`src/rtl/sad_min_search.sv`:
```
// Sequences a SAD unit over n candidates and keeps the minimum SAD and its index.
// Per candidate: LAUNCH, WAIT (at least 1 cycle), SETTLE, CAPTURE. One DONE cycle closes the search.
module sad_min_search #(
  parameter int IDX_W = 6,
  parameter int SAD_W = 16
) (
  input  logic             clk,
  input  logic             rstn_i,
  input  logic             start_i,
  input  logic [IDX_W-1:0] n_cand_i,
  input  logic             sad_busy_i,
  input  logic [SAD_W-1:0] sad_i,
  output logic             sad_enb_o,
  output logic [IDX_W-1:0] cand_idx_o,
  output logic             busy_o,
  output logic             done_o,
  output logic [SAD_W-1:0] best_sad_o,
  output logic [IDX_W-1:0] best_idx_o
);

  localparam logic [2:0] S_IDLE    = 3'd0;
  localparam logic [2:0] S_LAUNCH  = 3'd1;
  localparam logic [2:0] S_WAIT    = 3'd2;
  localparam logic [2:0] S_SETTLE  = 3'd3;
  localparam logic [2:0] S_CAPTURE = 3'd4;
  localparam logic [2:0] S_DONE    = 3'd5;

  logic [2:0]       state;
  logic [IDX_W-1:0] count_q;
  logic [IDX_W-1:0] cand_idx_q;
  logic [IDX_W-1:0] min_idx_q;
  logic [SAD_W-1:0] min_sad_q;
  logic             min_vld_q;
  logic [SAD_W-1:0] best_sad_q;
  logic [IDX_W-1:0] best_idx_q;
  logic             last_cand;
  logic             take_sad;

  // A latched count of 0 means 2^IDX_W, so count-1 wraps to all ones and the index never wraps.
  assign last_cand = (cand_idx_q == (count_q - IDX_W'(1)));
  assign take_sad  = !min_vld_q || (sad_i < min_sad_q);

  always_ff @(posedge clk or negedge rstn_i) begin
    if (!rstn_i) begin
      state      <= S_IDLE;
      count_q    <= '0;
      cand_idx_q <= '0;
      min_idx_q  <= '0;
      min_sad_q  <= '0;
      min_vld_q  <= 1'b0;
      best_sad_q <= '0;
      best_idx_q <= '0;
    end else begin
      case (state)
        S_IDLE: begin
          if (start_i) begin
            count_q    <= n_cand_i;
            cand_idx_q <= '0;
            min_vld_q  <= 1'b0;
            state      <= S_LAUNCH;
          end
        end
        S_LAUNCH: state <= S_WAIT;
        S_WAIT: begin
          if (!sad_busy_i) state <= S_SETTLE;
        end
        S_SETTLE: state <= S_CAPTURE;
        S_CAPTURE: begin
          if (take_sad) begin
            min_sad_q <= sad_i;
            min_idx_q <= cand_idx_q;
            min_vld_q <= 1'b1;
          end
          if (last_cand) begin
            state <= S_DONE;
          end else begin
            cand_idx_q <= cand_idx_q + IDX_W'(1);
            state      <= S_LAUNCH;
          end
        end
        S_DONE: begin
          best_sad_q <= min_sad_q;
          best_idx_q <= min_idx_q;
          state      <= S_IDLE;
        end
        default: state <= S_IDLE;
      endcase
    end
  end

  assign sad_enb_o  = (state == S_LAUNCH);
  assign done_o     = (state == S_DONE);
  assign busy_o     = (state == S_LAUNCH) || (state == S_WAIT) ||
                      (state == S_SETTLE) || (state == S_CAPTURE);
  assign cand_idx_o = cand_idx_q;
  assign best_sad_o = best_sad_q;
  assign best_idx_o = best_idx_q;

endmodule

```
`config.mk`:
```
export PLATFORM = sky130hd
export DESIGN_NAME = sad_min_search
export DESIGN_NICKNAME = d
export VERILOG_FILES = /design/src/rtl/sad_min_search.sv
export SDC_FILE = /design/constraint.sdc
export NUM_CORES = 1
export LEC_CHECK = 0
export CAP_MARGIN = 20
export CORE_MARGIN = 3
export CORE_UTILIZATION = 43
export DETAILED_ROUTE_END_ITERATION = 16
export PLACE_DENSITY = 0.69
export SETUP_SLACK_MARGIN = 0.2
export SYNTH_ARGS = -nofsm -noshare
export SYNTH_HDL_FRONTEND = slang
export SYNTH_SLANG_ARGS = --single-unit
```
`constraint.sdc`:
```
create_clock -name clk -period 2.53 [get_ports clk]
set_clock_uncertainty 0.2 [all_clocks]
set_input_delay 0.506 -clock clk [delete_from_list [all_inputs] [get_ports clk]]
set_output_delay 0.506 -clock clk [all_outputs]
set_load 0.005 [all_outputs]
```
# Yosys cells after proc, flatten, opt, wreduce, memory -nomap -nowiden
# Cells that the tools add are included.
dict set report totals {
  out_inout_bits 31
  in_bits 26
  regBits 60
  word_cells 43
}
dict set report classes {
  n_eq_ne 10
  mux 10
  n_lt_le_gt_ge 1
  reduce_logical 12
  n_addsub 2
}
# op count
set ops {}
lappend ops {{$lt A16 B16 Y1} 1}
lappend ops {{$pmux W3 S5} 1}
lappend ops {{$mux W6} 2}
lappend ops {{$pmux W6 S2} 1}
lappend ops {{$mux W3} 3}
lappend ops {{$ne A2 B2 Y1 const B} 4}
lappend ops {{$add A6 B1 Y6 const B} 1}
lappend ops {{$eq A3 B2 Y1 const B} 2}
lappend ops {{$eq A3 B3 Y1 const B} 2}
lappend ops {{$eq A6 B6 Y1} 1}
lappend ops {{$reduce_and A2 Y1} 3}
lappend ops {{$reduce_and A3 Y1} 2}
lappend ops {{$sub A6 B1 Y6 const B} 1}
lappend ops {{$logic_or A1 B1 Y1} 4}
lappend ops {{$eq A3 B1 Y1 const B} 1}
lappend ops {{$logic_not A3 Y1} 1}
lappend ops {{$mux W1} 2}
lappend ops {{$pmux W1 S2} 1}
lappend ops {{$reduce_bool A2 Y1} 1}
lappend ops {{$logic_not A1 Y1} 1}

# Depth between registers and ports, before layout
dict set report depth {
  word_depth 4
  ltp_mapped 9
  ltp_nobuf 8
}

# Worst setup path after synthesis
# OpenSTA, ideal clock, no wires.
dict set report synth_path {
  path_type {input port to flip-flop}
  start {input sad_i[6]}
  end {register min_sad_q[15]}
  slack_ns 0.227
  t_required_ns 2.205
  path_stages 8
  arrival_time_ns 1.978
  setup_ns 0.125
  path_cell_list {ha_1 > a21o_1 > a21oi_1 > a21oi_1 > o21bai_1 > o2bb2ai_2 > buf_6 > mux2_2}
}
dict set report synth_via {
  elab_chain_len 3
}
# item line_no
set synth_rtl {}
lappend synth_rtl {{start, declared} 12} ;# input logic [SAD_W-1:0] sad_i,
lappend synth_rtl {{$lt A16 B16 Y1} 41} ;# assign take_sad = !min_vld_q || (sad_i < min_sad_q);
lappend synth_rtl {{$logic_or A1 B1 Y1} 41}
lappend synth_rtl {{$reduce_and A2 Y1 (no line)} --}
lappend synth_rtl {{end signal, assigned} 70} ;# min_sad_q <= sad_i;
lappend synth_rtl {{end, declared} 32} ;# logic [SAD_W-1:0] min_sad_q;
# Every way passes these cells.
# A chain may end at the register's enable or synchronous reset.

# Final worst setup path
dict set report layout_path {
  start {register count_q[1]}
  end {register cand_idx_q[5] (netlist: cand_idx_o[5])}
}
dict set report layout_via {
  elab_chain_len 4
}
# item line_no
set layout_rtl {}
lappend layout_rtl {{start, declared} 29} ;# logic [IDX_W-1:0] count_q;
lappend layout_rtl {{start signal, assigned} 57} ;# count_q <= n_cand_i;
lappend layout_rtl {{$sub A6 B1 Y6} 40} ;# assign last_cand = (cand_idx_q == (count_q - IDX_W'(1)));
lappend layout_rtl {{$eq A6 B6 Y1} 40}
lappend layout_rtl {{$ne A2 B2 Y1 (no line)} --}
lappend layout_rtl {{$reduce_and A3 Y1 (no line)} --}
lappend layout_rtl {{end signal, assigned} 77} ;# cand_idx_q <= cand_idx_q + IDX_W'(1);
lappend layout_rtl {{end, declared} 30} ;# logic [IDX_W-1:0] cand_idx_q;
# Every way passes these cells.

==> results.ini <==
[die]
core_area_um2=6495
fp.dieW_um=88.57
dieArea_um2=7845
io_pins=57
die_h_um=88.57
num_rows=29
start_util_pct=45.14

[layout]
drive_gt1_share_pct=26.48
nets=393
postLayoutCellArea_um2=4091
final_util_pct=62.99
syn2layout_area_growth_pct=39.56
n_fill_cell=528
antenna_cells=0
fin_cells=432

[synth]
yosys.area.top_type=dfrtp_1
ys_warn_count=0
synthFlopType=dfrtp_1
ys_types=36
synth_area_leaders=dfrtp_1, mux2_2, ha_1
synth_seq_area_share_pct=51.22
syn_avg_cell_area_um2=10.82
ys_seq_elements=60
synth_most_common_cell=dfrtp_1
synth_nets=314
synth-async-reset-ratio_pct=100.0
synth_top_area_share_pct=51.22
synth_enable_flop_cells=0
ys_top_cells_by_count=dfrtp_1, nand2_1, o21ai_0, mux2_2, inv_1
netlist_instances=271
synth_area_um2=2932

[worst_setup_path]
crit_slowest_cell=dfrtp_1
timing.rr.start=count_q[1]
critPathCaptureType=flip-flop
r2r-end=cand_idx_o[5]
setup.worst_path.start=count_q[1]
crit_fanout=5
rrSetupSlack_ns=0.24
crit_chain=inv_1 > ha_4 > or3b_4 > o21a_1 > a31oi_4 > a21oi_4 > or3_1 > a21oi_1
reg2regPathDepth=8
critPathRequiredTime_ns=2.59
start_kind=flip-flop
path_delay_family=simple AND/OR/NAND/NOR gates
crit_buf_inv=1
path_depth=8
slowest_delay_ns=0.38
arrival_ns=2.35
endpoint=cand_idx_o[5]
worstSetupPathType=reg2reg

[timing]
slew_violations=0
tns_ns=0
fin_crit_sh_pct=90.70
max_freq_ghz=0.4358
rsz0062_at_grt=true
hold_viol=0
max_slew_margin_pct=50.69
worst_slack_ns=0.2353
setup_viol=0
worst_slew_pin_slew_ns=0.7397
layout_min_cycle_time_ns=2.295

[power]
p_per_area_nw_per_um2=1105
power.leakage_nw=1.923
peakVddDrop_uv=575.6

[clocking]
cts_buffers=9
clkTransAtPathRegs_ns=0.07
clk_latency_ns=0.33
cts_sinks=60
cts.path.max_buffers=2
cts_root_buffer=clkbuf_8
htreeDepth=3
tritoncts=done

[global_routing]
antenna_found_initial=0
grt_pass1_wl_um=10290
grt.overflow.total=0
track_usage_pct=17.26
grt_pass1_vias=2193
grt_max_degree=61

[min_path]
hold_path_class=in2async

[place]
place_congestion=0.7545
dp.cells=406
dpl_cell_area_um2=3610
pre_cts_ws_ns=-0.3706
dp_hpwl_um=4169
io_buffer_count=56

[detailed_routing]
drc=0
drt_iter0_markers=136
dr.pass1.iters=4
viasPerCell=5.072
drtAntennaViolNets=0
num_vias=2191
routedWlPerCell_um=14.03
routed_wl_um=6062

[run]
maxCapViolations=0

[status]
status=finished clean

[registers in the layout (all words and copies together) (netlist names)]
register    flops
best_idx_o      6
best_sad_o     16
cand_idx_o      6
count_q         6
min_idx_q       6
min_sad_q      16
min_vld_q       1
state           3
[per-layer routing]
metal	track usage [%]	routed length [um]	share of wire [%]	vias to the layer above
met5	0	0	0	-
met4	7.830	116	1.9	0
met3	3.631	252	4.2	12
met2	27.53	2783	46	50
met1	22.64	2910	48	1037
li1	-	-	-	1092
[metrics by stage]
stage | hold WS [ns] | total power, mW
finish | 0.1146 | 4.520
global route | 0.1809 | 4.877
CTS | 0.1484 | 4.376
detailed placement | 0.2542 | 3.164
global placement | 0.2475 | 3.108
floorplan | 0.01041 | 2.550
[how the worst min path moves through the flow]
| stage | slack, ns | to | start | cells after the start |
|---|---|---|---|---|
| floorplan | 0.01 | best_idx_o[0] | rstn_i | 0 |
| global placement | 0.25 | best_idx_o[5] | min_idx_q[5] | 2 |
| detailed placement | 0.25 | best_idx_o[0] | min_idx_q[0] | 2 |
| CTS | 0.15 | best_sad_o[9] | rstn_i | 2 |
| global route | 0.18 | best_sad_o[9] | rstn_i | 2 |
| finish | 0.11 | best_sad_o[5] | rstn_i | 2 |
[area by class of cell]
cell class                      count  area, um2  area share, %
Timing Repair Buffer               78      726.9          17.77
Inverter                           19      71.32          1.743
Clock buffer                       13      168.9          4.128
Multi-Input combinational cell    182       1456          35.60
Sequential cell                    60       1504          36.76
Tap cell                           77      96.34          2.355
Clock inverter                      3      67.56          1.651
[timing repair]
item	in CTS	in global routing
gates resized for setup	40	14
gates cloned	0	1
hold buffers	0	0
pin swaps	20	10
endpoints found under the setup margin	26	28
setup buffers	3	6
[cells in the final DEF, fill, tap and decap left out, types with 3 or more instances in the layout]
| cell | n |
|---|---|
| dlygate4sd2_1 | 15 |
| buf_6 | 4 |
| inv_2 | 5 |
| dlymetal6s2s_1 | 4 |
| nand3b_1 | 4 |
| nand4_1 | 5 |
| mux2_2 | 20 |
| nor2_1 | 7 |
| xnor2_1 | 4 |
| inv_1 | 14 |
| clkbuf_8 | 12 |
| dfrtp_1 | 58 |
| nand3_1 | 3 |
| xor2_1 | 4 |
| or3_1 | 4 |
| ha_1 | 10 |
| a21oi_1 | 10 |
| nand2_1 | 44 |
| buf_4 | 18 |
| o21ai_0 | 23 |
| ha_4 | 7 |
| clkdlybuf4s50_1 | 36 |
| mux2_1 | 6 |
[worst reg2reg max path, stage by stage, from the launching register on]
cell     delay, ns
dfrtp_1       0.38
inv_1         0.10
ha_4          0.14
or3b_4        0.38
o21a_1        0.22
a31oi_4       0.27
a21oi_4       0.07
or3_1         0.34
a21oi_1       0.12
[cells by family (layout without fill, tap and decap cells)]
logic type / Yosys count / count (layout) / synth area share, %
multiplexers: 27 / 27 / 10.37
buffers and inverters: 30 / 113 / 4.865
adder cells (fa/ha/maj): 17 / 17 / 7.256
flip-flops: 60 / 60 / 51.22
AND/OR/NAND/NOR: 80 / 80 / 13.10
AO/OA/AOI/OAI: 49 / 50 / 10.80
XOR/XNOR: 8 / 8 / 2.390
[report_power, final]
group | switching, mW | leakage [nW] | internal, mW
clock network | 0.370 | 0.116 | 0.636
registers | 0.243 | 0.763 | 1.31
logic | 0.870 | 1.04 | 1.09
total | 1.48 | 1.92 | 3.04
(Power assumes the default switching activity.)
